<file path="src/rtl/in_load_ctrl.sv">
`default_nettype none
// ============================================================================
// Module      : in_load_ctrl
// Description : Frame load controller for the 7-lane input shift register.
//               Loads N1 words per frame, then holds the frame and services
//               row-shift requests until the decoder releases it.
// Revision    : 1.0 - initial release
// ============================================================================
module in_load_ctrl #(
    parameter  int N1 = 200,
    parameter  int N2 = 7,
    localparam int CW = $clog2(N1)
) (
    input  logic          Clock,
    input  logic          nReset,
    input  logic          InValid,
    input  logic [N2-1:0] InData,
    output logic          InReady,
    input  logic          ShiftReq,
    input  logic          FrameDone,
    input  logic          Flush,
    output logic [N2-1:0] ShIn,
    output logic          SelShift,
    output logic          SelKeep,
    output logic          FrameReady,
    output logic [CW-1:0] WordCnt,
    output logic          ShiftOvr
);

    localparam int RW = (N2 > 1) ? $clog2(N2) : 1;

    localparam logic [0:0] S_LOAD = 1'b0;
    localparam logic [0:0] S_FULL = 1'b1;

    localparam logic [CW-1:0] c_last_word = CW'(N1 - 1);
    localparam logic [RW-1:0] c_last_row  = RW'(N2 - 1);

    logic [0:0]    r_state,     w_state_nxt;
    logic [CW-1:0] r_word_cnt,  w_word_cnt_nxt;
    logic [RW-1:0] r_row_cnt,   w_row_cnt_nxt;
    logic [N2-1:0] r_sh_in,     w_sh_in_nxt;
    logic          r_sel_shift, w_sel_shift_nxt;
    logic          r_sel_keep,  w_sel_keep_nxt;
    logic          r_shift_ovr, w_shift_ovr_nxt;
    logic          w_handshake;

    assign InReady     = (r_state == S_LOAD) && !Flush;
    assign FrameReady  = (r_state == S_FULL);
    assign w_handshake = InValid && InReady;

    assign ShIn     = r_sh_in;
    assign SelShift = r_sel_shift;
    assign SelKeep  = r_sel_keep;
    assign WordCnt  = r_word_cnt;
    assign ShiftOvr = r_shift_ovr;

    always_ff @(posedge Clock or negedge nReset) begin
        if (!nReset) begin
            r_state     <= S_LOAD;
            r_word_cnt  <= '0;
            r_row_cnt   <= '0;
            r_sh_in     <= '0;
            r_sel_shift <= 1'b0;
            r_sel_keep  <= 1'b1;
            r_shift_ovr <= 1'b0;
        end else begin
            r_state     <= w_state_nxt;
            r_word_cnt  <= w_word_cnt_nxt;
            r_row_cnt   <= w_row_cnt_nxt;
            r_sh_in     <= w_sh_in_nxt;
            r_sel_shift <= w_sel_shift_nxt;
            r_sel_keep  <= w_sel_keep_nxt;
            r_shift_ovr <= w_shift_ovr_nxt;
        end
    end

    // Idle default is "hold", so no word or row shift leaks downstream.
    always_comb begin
        w_state_nxt     = r_state;
        w_word_cnt_nxt  = r_word_cnt;
        w_row_cnt_nxt   = r_row_cnt;
        w_sh_in_nxt     = r_sh_in;
        w_sel_shift_nxt = 1'b0;
        w_sel_keep_nxt  = 1'b1;
        w_shift_ovr_nxt = r_shift_ovr;

        if (Flush) begin
            w_state_nxt     = S_LOAD;
            w_word_cnt_nxt  = '0;
            w_row_cnt_nxt   = '0;
            w_shift_ovr_nxt = 1'b0;
        end else begin
            case (r_state)
                S_LOAD: begin
                    if (w_handshake) begin
                        w_sh_in_nxt    = InData;
                        w_sel_keep_nxt = 1'b0;
                        if (r_word_cnt == c_last_word) begin
                            w_word_cnt_nxt = '0;
                            w_state_nxt    = S_FULL;
                        end else begin
                            w_word_cnt_nxt = r_word_cnt + 1'b1;
                        end
                    end
                end
                S_FULL: begin
                    if (FrameDone) begin
                        w_state_nxt   = S_LOAD;
                        w_row_cnt_nxt = '0;
                    end else if (ShiftReq) begin
                        if (r_row_cnt < c_last_row) begin
                            w_sel_keep_nxt  = 1'b0;
                            w_sel_shift_nxt = 1'b1;
                            w_row_cnt_nxt   = r_row_cnt + 1'b1;
                        end else begin
                            w_shift_ovr_nxt = 1'b1;
                        end
                    end
                end
                default: w_state_nxt = S_LOAD;
            endcase
        end
    end

endmodule
`default_nettype wire
</file>
<file path="config.mk">
export PLATFORM = sky130hd
export DESIGN_NAME = in_load_ctrl
export DESIGN_NICKNAME = d
export VERILOG_FILES = /design/src/rtl/in_load_ctrl.sv
export SDC_FILE = /design/constraint.sdc
export NUM_CORES = 1
export LEC_CHECK = 0
export BUFFER_PORTS_ARGS = -buffer_cell sky130_fd_sc_hd__buf_2
export CELL_PAD_IN_SITES_DETAIL_PLACEMENT = 0
export CELL_PAD_IN_SITES_GLOBAL_PLACEMENT = 2
export CORE_MARGIN = 4
export CORE_UTILIZATION = 27
export CTS_CLUSTER_SIZE = 16
export DETAILED_ROUTE_END_ITERATION = 16
export GPL_TIMING_DRIVEN = 0
export PLACE_DENSITY_LB_ADDON = 0.1
export SYNTH_ARGS = -nofsm -noshare
export SYNTH_HDL_FRONTEND = slang
export SYNTH_SLANG_ARGS = --single-unit
</file>
<file path="constraint.sdc">
create_clock -name Clock -period 1.45 [get_ports Clock]
set_clock_uncertainty 0.15 [all_clocks]
set_input_delay 0.2175 -clock Clock [delete_from_list [all_inputs] [get_ports Clock]]
set_output_delay 0.2175 -clock Clock [all_outputs]
set_load 0.01 [all_outputs]
</file>
== Word level (Yosys, flattened, before mapping) ==
Cells that the tools add are included.
Cells by class
  bitwise logic cells: 2
  reduce and logical (&&, ||, !) cells: 12
  equal/unequal tests: 4
  $add $sub $neg: 2
  order comparisons: 1
  muxes and demuxes: 30
Operator list (count)
  8-bit two-way mux: 4
  1-bit two-way mux: 19
  3-bit two-way mux: 5
  8-bit by 1-bit adder with 8-bit output, second input constant: 1
  8-bit equality test, second input constant: 1
  3-bit AND reduction: 2
  2-bit nonzero test: 3
  3-bit nonzero test: 2
  2-bit inequality test, second input constant: 2
  1-bit case mux with 2 select lines: 2
  4-bit AND reduction: 1
  3-bit by 1-bit adder with 3-bit output, second input constant: 1
  3-bit less-than comparator, second input constant: 1
  1-bit logical AND: 2
  2-bit by 1-bit inequality test with 1-bit output, second input constant: 1
  1-bit NOT: 2
  2-bit AND reduction: 1
  1-bit zero test: 1
Word-level totals
  register bits after elaboration: 22
  output and inout port bits: 20

== Depth between registers and ports, before layout ==
Gate-level depths: netlist of the first run.
  depth after elaboration: 6
  mapped depth: 5
  mapped depth without buffers: 5

== Worst setup path before layout of the first run ==
No wires, ideal clock.
  path kind: register to register
  start: register r_state, in the netlist FrameReady
  end: register r_sh_in[2], in the netlist ShIn[2]
  stages on the path, launching flop included: 4
  data arrival time: 1.343 ns
  setup slack: -0.171 ns
  cells stage by stage: dfrtp_1 > nor3b_4 > buf_2 > mux2_1
On the way
  cells in the longest elaborated chain, start to end: 4
Ends and longest elaborated chain
  from (decl): RTL line 38  | logic [0:0] r_state, w_state_nxt;
  from (signal assigned): RTL line 67  | r_state <= w_state_nxt;
  1-bit NOT (no source line) (*)
  1-bit logical AND: RTL line 47  | assign InReady = (r_state == S_LOAD) && !Flush;
  1-bit logical AND: RTL line 49  | assign w_handshake = InValid && InReady;
  3-bit AND reduction (no source line) (*)
  to (signal assigned): RTL line 70  | r_sh_in <= w_sh_in_nxt;
  to (decl): RTL line 41  | logic [N2-1:0] r_sh_in, w_sh_in_nxt;
Mark *: on every way between the ends. The rest lies on a longest branch, timed or not.
A chain may end at the register's enable or synchronous reset.

== Worst setup path after layout of the first run ==
  start: register r_state, in the netlist FrameReady
  end: register r_word_cnt[3], in the netlist WordCnt[3]
On the way
  cells in the longest elaborated chain, start to end: 5
  elaborated cells on any way between the ends: 6
  classes of those cells: eq/ne (1); bitwise (1); reduce/logical (4)
Ends and longest elaborated chain
  1-bit NOT (no source line)
  1-bit logical AND: RTL line 47
  1-bit logical AND: RTL line 49
  2-bit nonzero test (no source line)
  2-bit AND reduction (no source line) (*)
  to (signal assigned): RTL line 68  | r_word_cnt <= w_word_cnt_nxt;
  to (decl): RTL line 39  | logic [CW-1:0] r_word_cnt, w_word_cnt_nxt;
Marked as above.

==> results.py, run 1 <==
metrics = {
    "status": {
        "status": "finished with violations",
        "violations": "setup timing",
    },
    "yosys": {
        "syn-num-nets": 109,
        "yosys_warnings": 0,
        "synth_xor_area_share_pct": 2.503,
        "synth_top_area_share_pct": 50.06,
        "synth-simple-area-share_pct": 21.10,
        "syn_area_um2": 1050,
        "synthAdderAreaFrac_pct": 2.384,
        "syn_inst": 94,
        "synth_top_family_by_area": "simple AND/OR/NAND/NOR gates",
        "syn_avg_cell_area_um2": 11.17,
        "synth_compound_gate_area_share_pct": 10.73,
        "synth.area.mux_share_pct": 8.462,
        "synth_cell_types": 37,
        "synth_area_leaders": "dfrtp_1 50%, mux2_1 5.4%, nand2_1 4.3%",
        "ys.flop_type": "dfrtp_1",
        "synth_edf_count": 0,
        "yosysSeqAreaShare_pct": 52.56,
        "yosysTopAreaCell": "dfrtp_1",
        "async_reset_ff_share_pct": 100.0,
        "synth_seq_cells": 22,
    },
    "power": {
        "p_leak_nw": 0.7285,
        "p_seq_share_pct": 45.5,
        "power-per-cell-area_nw_per_um2": 949.3,
        "peakVddDrop_v": 0.0005242,
        "combPwrFrac_pct": 15.2,
        "p_int_mw": 1.142,
        "swShare_pct": 22.52,
        "p_sw_uw": 332.0,
        "p_clk_share_pct": 39.3,
    },
    "sta": {
        "setup_viol": 17,
        "hold_viol_final": 0,
        "period_minus_slack_ns": 1.614,
        "maxClockFrequency_mhz": 619.6,
        "tightest_slew_ns": 0.5079,
        "drv_slew": 0,
        "hold-worst-slack_ns": 0.02308,
        "min_period_over_period_pct": 111.3,
        "rsz0062_at_grt": "true",
        "maxSlewHeadroom_pct": 66.14,
        "fin_ws_ns": -0.1639,
    },
    "final_layout": {
        "final_area_um2": 1553,
        "postLayoutCoreUtil_pct": 41.78,
        "nets": 157,
        "drive_gt1_share_pct": 54.61,
        "multi_input_area_um2": 574.3,
        "n_fill_cell": 387,
        "seq_area_um2": 554.3,
        "area_growth_pct": 47.91,
        "antennaDiodeCount": 0,
    },
    "place": {
        "place_area_um2": 1301,
        "dp_hpwl_um": 1711,
        "place.gp.congestion": 0.7264,
        "portBuffers": 32,
    },
    "clocking": {
        "htreeDepth": 1,
        "clock_latency_ns": 0.27,
        "cts.clk_slew.worst_paths_ns": 0.09,
        "cts_tree": "yes",
        "clkSinkCount": 22,
        "clockBufferDepth": 2,
        "numCtsBuffers": 3,
        "ctsRootBufferMaster": "clkbuf_8",
    },
    "setup_path": {
        "r2r_cells": 5,
        "crit_type": "reg2reg",
        "crit_path_cell_trace": "nor3b_4 -> o41ai_4 -> buf_4 -> or3_1 -> nand3_2",
        "cp_top_family": "simple AND/OR/NAND/NOR gates",
        "start_kind": "register",
        "rr_startpoint": "FrameReady",
        "cp_slowest_cell": "dfrtp_2",
        "cpPeakStageDelay_ns": 0.43,
        "path_max_fanout": 5,
        "cp.arrival_ns": 1.68,
        "r2r_slack_ns": -0.16,
        "cp-end-kind": "register",
        "reg2reg_to": "WordCnt[3]",
        "path_buf_inv": 1,
        "crit_required_ns": 1.51,
    },
    "die": {
        "ios": 33,
        "core-area_um2": 3716,
        "rows": 22,
        "start_util_pct": 28.25,
        "die_h_um": 70.36,
        "die-area_um2": 4950,
        "die_w_um": 70.36,
    },
    "grt": {
        "grt_max_degree": 23,
        "grt_usage_pct": 10.63,
        "overflow": 0,
        "grt_pass1_wl_um": 4222,
        "grt_pass1_vias": 897,
        "grt_antenna_before_repair": 0,
    },
    "flow_run": {
        "max_cap_violations": 0,
    },
    "drt": {
        "postRouteAntennaNets": 0,
        "via_per_inst": 4.582,
        "num_vias": 866,
        "drt_first_pass_iters": 4,
        "drcViolationCount": 0,
        "detail_route.wl_per_cell_um": 13.07,
        "drtIter0Drc": 31,
        "routed_wl_um": 2470,
    },
    "hold_path": {
        "hp-class": "in2reg",
        "hold_start": "InData[4]",
        "holdPathEnd": "ShIn[4]",
        "hold-path-cell-count": 2,
    },
}
## registers in the layout, indices dropped and copies added, names as in the netlist
| signal | flops |
|---|---|
| ShIn | 7 |
| SelShift | 1 |
| ShiftOvr | 1 |
| r_row_cnt | 3 |
| SelKeep | 1 |
| FrameReady | 1 |
| WordCnt | 8 |
## worst max path at each step
stage	startpoint	to	depth (start not counted)
finish	FrameReady	WordCnt[3]	5
floorplan	FrameReady	ShIn[2]	3
global placement	WordCnt[4]	WordCnt[6]	4
global route	FrameReady	WordCnt[7]	5
CTS	FrameReady	WordCnt[6]	5
detailed placement	WordCnt[0]	WordCnt[6]	5
## synthesized netlist by cell type (2+ instances only)
master   number
o21ai_0       3
nor2b_1       2
mux2_1        5
dfrtp_1      21
xor2_1        2
a31oi_1       2
a21oi_1       3
ha_1          2
mux2_2        2
or2_1         2
or3_1         3
nand2_1      12
nor2_1        5
nand3_1       7
## final cells by class
class	count	area share, %
Buffer	2	1.450
Clock buffer	3	2.659
Clock inverter	1	1.934
Inverter	1	0.2417
Multi-Input combinational cell	68	36.99
Sequential cell	22	35.70
Tap cell	48	3.868
Timing Repair Buffer	44	17.16
## logic make-up (layout without fill, tap and decap cells)
| logic type | count (synthesis) | after routing |
|---|---|---|
| buf+inv | 4 | 51 |
| simple gates | 41 | 41 |
| mux | 8 | 8 |
| fa+ha+maj | 2 | 2 |
| compound gates | 14 | 14 |
| flops | 22 | 22 |
| xor+xnor | 3 | 3 |
## routing by layer
metal  part of all wire (%)  track usage (%)  up-vias
li1                       -                -      427
met2                     46            16.22       24
met5                      0                0        -
met4                    1.2            3.191        0
met1                     47            14.06      411
met3                    5.7            3.741        4
## cell usage in the layout, fill, tap and decap left out, types with 2 or more instances in the layout
master    Yosys  routed
buf_2         1      31
dfrtp_1      21      19
nand2_1      12      10
buf_4         0       9
mux2_4        0       7
buf_6         1       5
nand3_1       7       5
nor2_1        5       4
a21oi_1       3       3
or3_1         3       3
clkbuf_8      0       3
dfrtp_2       0       2
nor2b_4       0       2
nand2_2       0       2
o21ai_2       0       2
or2_1         2       2
a31oi_1       2       2
xor2_1        2       2
## repair_timing
action	CTS	global route
gates cloned	0	0
gates resized for setup	7	17
setup buffers	9	3
pin swaps	6	7
hold endpoints to repair	21	0
endpoints found under the setup margin	14	21
hold buffers	1	0
## power groups by stage
stage | sequential [mW] | clock (mW) | combinational (mW)
2_1_floorplan | 0.701 | 0 | 0.0815
3_3_place_gp | 0.682 | 0 | 0.182
3_5_place_dp | 0.685 | 0 | 0.182
4_1_cts | 0.671 | 0.600 | 0.218
5_1_grt | 0.675 | 0.625 | 0.247
6_report | 0.671 | 0.579 | 0.224
## through the flow
stage	TNS (ns)	std cells	setup WS (ns)	total power, mW
final	-1.340	189	-0.1639	1.474
after global routing	-2.531	189	-0.2855	1.547
after CTS	-1.394	188	-0.1827	1.489
after detailed placement	-1.896	174	-0.2183	0.8673
after global placement	-1.739	174	-0.1943	0.8641
after floorplan	-0.5068	94	-0.07217	0.7828
No activity file was read; power rests on OpenSTA's default activity.
==> run 2, diff against run 1 <==
- PLACE_DENSITY: not set -> 0.7
- PLACE_DENSITY_LB_ADDON: 0.1 -> not set
==> results.py, run 2 (synthesis gave the netlist of run 1 again) <==
metrics = {
    "status": {
        "status": "finished with violations",
        "violations": "setup timing",
    },
    "clocking": {
        "cts_tree": "yes",
        "cts.clk_slew.worst_paths_ns": 0.08,
        "numCtsBuffers": 3,
        "htreeDepth": 1,
        "clockBufferDepth": 2,
        "clkSinkCount": 22,
        "ctsRootBufferMaster": "clkbuf_8",
        "clock_latency_ns": 0.26,
    },
    "sta": {
        "hold_viol_final": 0,
        "tightest_slew_ns": 0.5061,
        "maxClockFrequency_mhz": 630.4,
        "finalSetupTns_ns": -1.300,
        "period_minus_slack_ns": 1.586,
        "drv_slew": 0,
        "min_period_over_period_pct": 109.4,
        "hold-worst-slack_ns": 0.02357,
        "setup_viol": 16,
        "fin_ws_ns": -0.1364,
        "rsz0062_at_grt": "true",
        "maxSlewHeadroom_pct": 66.26,
    },
    "final_layout": {
        "final_cell_mix": "30 x buf_2, 17 x dfrtp_1, 12 x nand2_1",
        "n_fill_cell": 368,
        "antennaDiodeCount": 0,
        "postLayoutCoreUtil_pct": 42.29,
        "largest_reg_flops": 8,
        "stdcell_count": 191,
        "final_common_cell": "buf_2",
        "area_growth_pct": 49.70,
        "nets": 159,
        "drive_gt1_share_pct": 55.94,
    },
    "die": {
        "rows": 22,
        "core-area_um2": 3716,
        "die-area_um2": 4950,
        "die_w_um": 70.36,
        "ios": 33,
        "die_h_um": 70.36,
        "start_util_pct": 28.25,
    },
    "setup_path": {
        "crit_required_ns": 1.45,
        "cp.arrival_ns": 1.59,
        "crit_type": "reg2reg",
        "cp-end-kind": "register",
        "start_kind": "register",
        "path_max_fanout": 10,
    },
    "flow_run": {
        "max_cap_violations": 0,
    },
    "grt": {
        "grt_busiest_layer": "met2",
        "use_met2_pct": 17.88,
        "met1_usage_pct": 13.92,
        "grt_max_degree": 23,
        "grt_pass1_wl_um": 4395,
        "grt_pass1_vias": 929,
        "groute.layer.met3.usage_pct": 2.734,
        "grt_usage_pct": 11.18,
        "overflow": 0,
        "grt_antenna_before_repair": 0,
    },
    "power": {
        "swShare_pct": 22.36,
        "p_leak_nw": 0.7244,
        "peakVddDrop_v": 0.0004021,
        "power-per-cell-area_nw_per_um2": 938.9,
        "p_seq_share_pct": 45.5,
        "p_sw_uw": 329.8,
        "p_clk_share_pct": 38.9,
        "combPwrFrac_pct": 15.6,
        "p_int_mw": 1.146,
    },
    "drt": {
        "detail_route.wl_per_cell_um": 13.34,
        "drcViolationCount": 0,
        "via_per_inst": 4.775,
        "routed_wl_um": 2547,
        "postRouteAntennaNets": 0,
        "drt_first_pass_iters": 4,
        "num_vias": 912,
        "drtIter0Drc": 55,
    },
    "place": {
        "placed_cells": 174,
        "dp_hpwl_um": 1732,
        "place.gp.congestion": 0.6939,
        "portBuffers": 32,
    },
    "hold_path": {
        "hp-class": "in2reg",
    },
}
==> run 2: timing repair <==
action	CTS	global route
resized for setup	10	14
endpoints found under the hold margin	21	0
setup endpoints to repair	14	23
pin swaps	9	4
buffers inserted	12	1
hold buffers	1	0
==> run 2: layout make-up <==
type,instances,area (um^2),share of cell area [%]
multi-input cells,68,561.8,35.75
flip-flops and latches,22,556.8,35.43
repair buffers,46,291.5,18.55
well taps,48,60.06,3.822
clock buffers,3,41.29,2.627
clock inverters,1,30.03,1.911
plain buffers,2,26.28,1.672
inverters,1,3.754,0.2389
==> run 2: path summary, 6_finish.rpt <==
path                            slack (ns)  depth (start not counted)         end  startpoint
min in group asynchronous             0.30                          2     ShIn[6]      nReset
worst min register to register        0.34                          1     ShIn[2]     ShIn[2]
worst min-delay path                  0.02                          2     ShIn[2]   InData[2]
worst max register to register       -0.14                          4     ShIn[2]  FrameReady
max in group asynchronous             0.47                          2  WordCnt[2]      nReset
worst max-delay path                 -0.14                          4     ShIn[2]  FrameReady
==> run 2: layer usage <==
| layer | up-vias | wire length [um] | part of all wire [%] |
|---|---|---|---|
| met5 | - | 0 | 0 |
| met3 | 6 | 172 | 6.8 |
| li1 | 431 | - | - |
| met2 | 32 | 1217 | 48 |
| met1 | 443 | 1094 | 43 |
| met4 | 0 | 62 | 2.4 |
==> run 2: power by group through the flow <==
stage | clock network [mW] | logic [mW] | registers (mW)
2_1_floorplan | 0 | 0.0815 | 0.701
3_3_place_gp | 0 | 0.182 | 0.682
3_5_place_dp | 0 | 0.184 | 0.685
4_1_cts | 0.596 | 0.226 | 0.671
5_1_grt | 0.621 | 0.251 | 0.678
6_report | 0.574 | 0.230 | 0.671
==> run 2: per-stage QoR <==
stage / cell area, um^2 / total power, mW / setup WS (ns)
finish: 1572 / 1.475 / -0.1364
global route: 1572 / 1.550 / -0.1952
CTS: 1503 / 1.492 / -0.1697
detailed placement: 1301 / 0.8692 / -0.1896
global placement: 1301 / 0.8637 / -0.1840
floorplan: 1081 / 0.7828 / -0.07217
==> run 2: critical path, cell delays in order, from the launching register on <==
cell,delay (ns)
dfrtp_2,0.43
nor3b_4,0.25
buf_4,0.17
buf_8,0.14
mux2_1,0.33
==> run 3, diff against run 2 <==
- TNS_END_PERCENT: not set -> 20
==> results.py, run 3 (synthesis gave the netlist of run 1 again) <==
metrics = {
    "status": {
        "violations": "setup timing",
        "status": "finished with violations",
    },
    "final_layout": {
        "final_cell_mix": "32 x buf_2, 19 x dfrtp_1, 12 x nand2_1",
        "final_common_cell": "buf_2",
        "nets": 154,
        "stdcell_count": 186,
        "area_growth_pct": 40.29,
        "n_fill_cell": 395,
        "largest_reg_flops": 8,
        "antennaDiodeCount": 0,
        "final_area_um2": 1473,
        "drive_gt1_share_pct": 47.10,
    },
    "sta": {
        "hold_viol_final": 0,
        "maxSlewHeadroom_pct": 65.94,
        "tightest_slew_ns": 0.5109,
        "min_period_over_period_pct": 108.0,
        "period_minus_slack_ns": 1.567,
        "fin_ws_ns": -0.1165,
        "setup_viol": 15,
        "rsz0062_at_grt": "true",
        "hold-worst-slack_ns": 0.03001,
        "maxClockFrequency_mhz": 638.4,
        "drv_slew": 0,
        "finalSetupTns_ns": -1.093,
    },
    "die": {
        "die-area_um2": 4950,
        "die_h_um": 70.36,
        "ios": 33,
        "die_w_um": 70.36,
        "start_util_pct": 28.25,
        "rows": 22,
        "core-area_um2": 3716,
    },
    "drt": {
        "drtIter0Drc": 34,
        "drcViolationCount": 0,
        "num_vias": 861,
        "drt_first_pass_iters": 4,
        "detail_route.wl_per_cell_um": 12.96,
        "postRouteAntennaNets": 0,
        "via_per_inst": 4.629,
        "routed_wl_um": 2411,
    },
    "grt": {
        "grt_usage_pct": 9.800,
        "grt_pass1_vias": 880,
        "overflow": 0,
        "grt_max_degree": 23,
        "grt_antenna_before_repair": 0,
        "grt_pass1_wl_um": 3981,
    },
    "setup_path": {
        "path_max_fanout": 6,
        "worstSetupEndpoint": "WordCnt[5]",
        "cp_slowest_cell": "dfrtp_2",
        "rr_startpoint": "FrameReady",
        "crit_required_ns": 1.50,
        "cpPeakStageDelay_ns": 0.43,
        "cp-end-kind": "register",
        "crit_path_cell_trace": "nor3b_4 -> o41ai_4 -> buf_4 -> or3_1 -> nand3_1",
        "reg2reg_to": "WordCnt[5]",
        "cp-startpoint": "FrameReady",
        "r2r_slack_ns": -0.12,
        "cp.arrival_ns": 1.61,
        "start_kind": "register",
        "crit_type": "reg2reg",
        "r2r_cells": 5,
    },
    "flow_run": {
        "max_cap_violations": 0,
    },
    "clocking": {
        "clkSinkCount": 22,
        "ctsRootBufferMaster": "clkbuf_8",
        "htreeDepth": 1,
        "cts.clk_slew.worst_paths_ns": 0.08,
        "cts_tree": "yes",
        "clock_latency_ns": 0.26,
        "clockBufferDepth": 2,
        "numCtsBuffers": 3,
    },
    "place": {
        "placed_cells": 174,
        "dp_hpwl_um": 1753,
        "portBuffers": 32,
        "place_area_um2": 1281,
        "post-place-ws_ns": -0.2507,
        "place.gp.congestion": 0.7097,
    },
    "power": {
        "power-per-cell-area_nw_per_um2": 895.5,
        "p_leak_nw": 0.6810,
        "peakVddDrop_v": 0.0003923,
    },
    "hold_path": {
        "hold_start": "InData[2]",
        "hp-class": "in2reg",
    },
}
run 3: changes by cell type in the layout (fill, tap and decap cells not counted), moves of 2 or more:
cell	change
o21ai_1	+3
o21ai_2	-3
buf_6	-3
mux2_2	-2
dfrtp_1	+2
dfrtp_2	-2
buf_4	-3
buf_2	+2
run 3: metal layers:
layer  part of all wire, %  GRT usage (%)  wire length, um
met2                    46          16.22             1109
met3                   5.9          2.734              143
met4                   1.5          3.830               35
met5                     0              0                0
met1                    47          11.95             1123
run 3: power breakdown:
part           internal (mW)  switching (mW)  leakage (nW)
Combinational          0.111          0.0970         0.369
Sequential             0.651          0.0208         0.283
Clock                  0.242           0.197        0.0288
run 3: what timing repair did:
| action | 4_1_cts | 5_1_grt |
|---|---|---|
| hold buffers | 1 | 0 |
| setup endpoints to repair | 12 | 19 |
| gates resized for setup | 12 | 9 |
| hold endpoints to repair | 21 | 0 |
| pin swaps | 8 | 3 |
| setup buffers | 6 | 3 |
run 3: cell type report:
class,instances,area [um^2],share of cell area [%]
Sequential cell,22,554.3,37.64
Multi-Input combinational cell,68,543.0,36.87
Timing Repair Buffer,42,245.2,16.65
Tap cell,48,60.06,4.078
Clock buffer,4,55.05,3.738
Buffer,1,11.26,0.7647
Inverter,1,3.754,0.2549
run 3: critical path, delay by kind of cell (launching register included):
family / cells / cell delay [ns]
AOI/OAI and AO/OA: 1 / 0.12
DFF: 1 / 0.43
buffers and inverters: 1 / 0.17
and+or+nand+nor: 3 / 0.63
run 3: worst min path at each step:
stage,endpoint,slack [ns],cells after the start
floorplan,FrameReady,-0.23,0
global placement,ShIn[5],0.07,1
detailed placement,ShIn[5],0.08,1
CTS,ShIn[5],0.02,2
global route,ShIn[2],0.03,2
finish,ShIn[2],0.03,2
run 3: metrics by stage:
step	utilization [%]	total power, mW
floorplan	-	0.7706
global placement	34.48	0.8503
detailed placement	34.48	0.8563
CTS	38.62	1.336
global route	39.63	1.385
finish	39.63	1.319
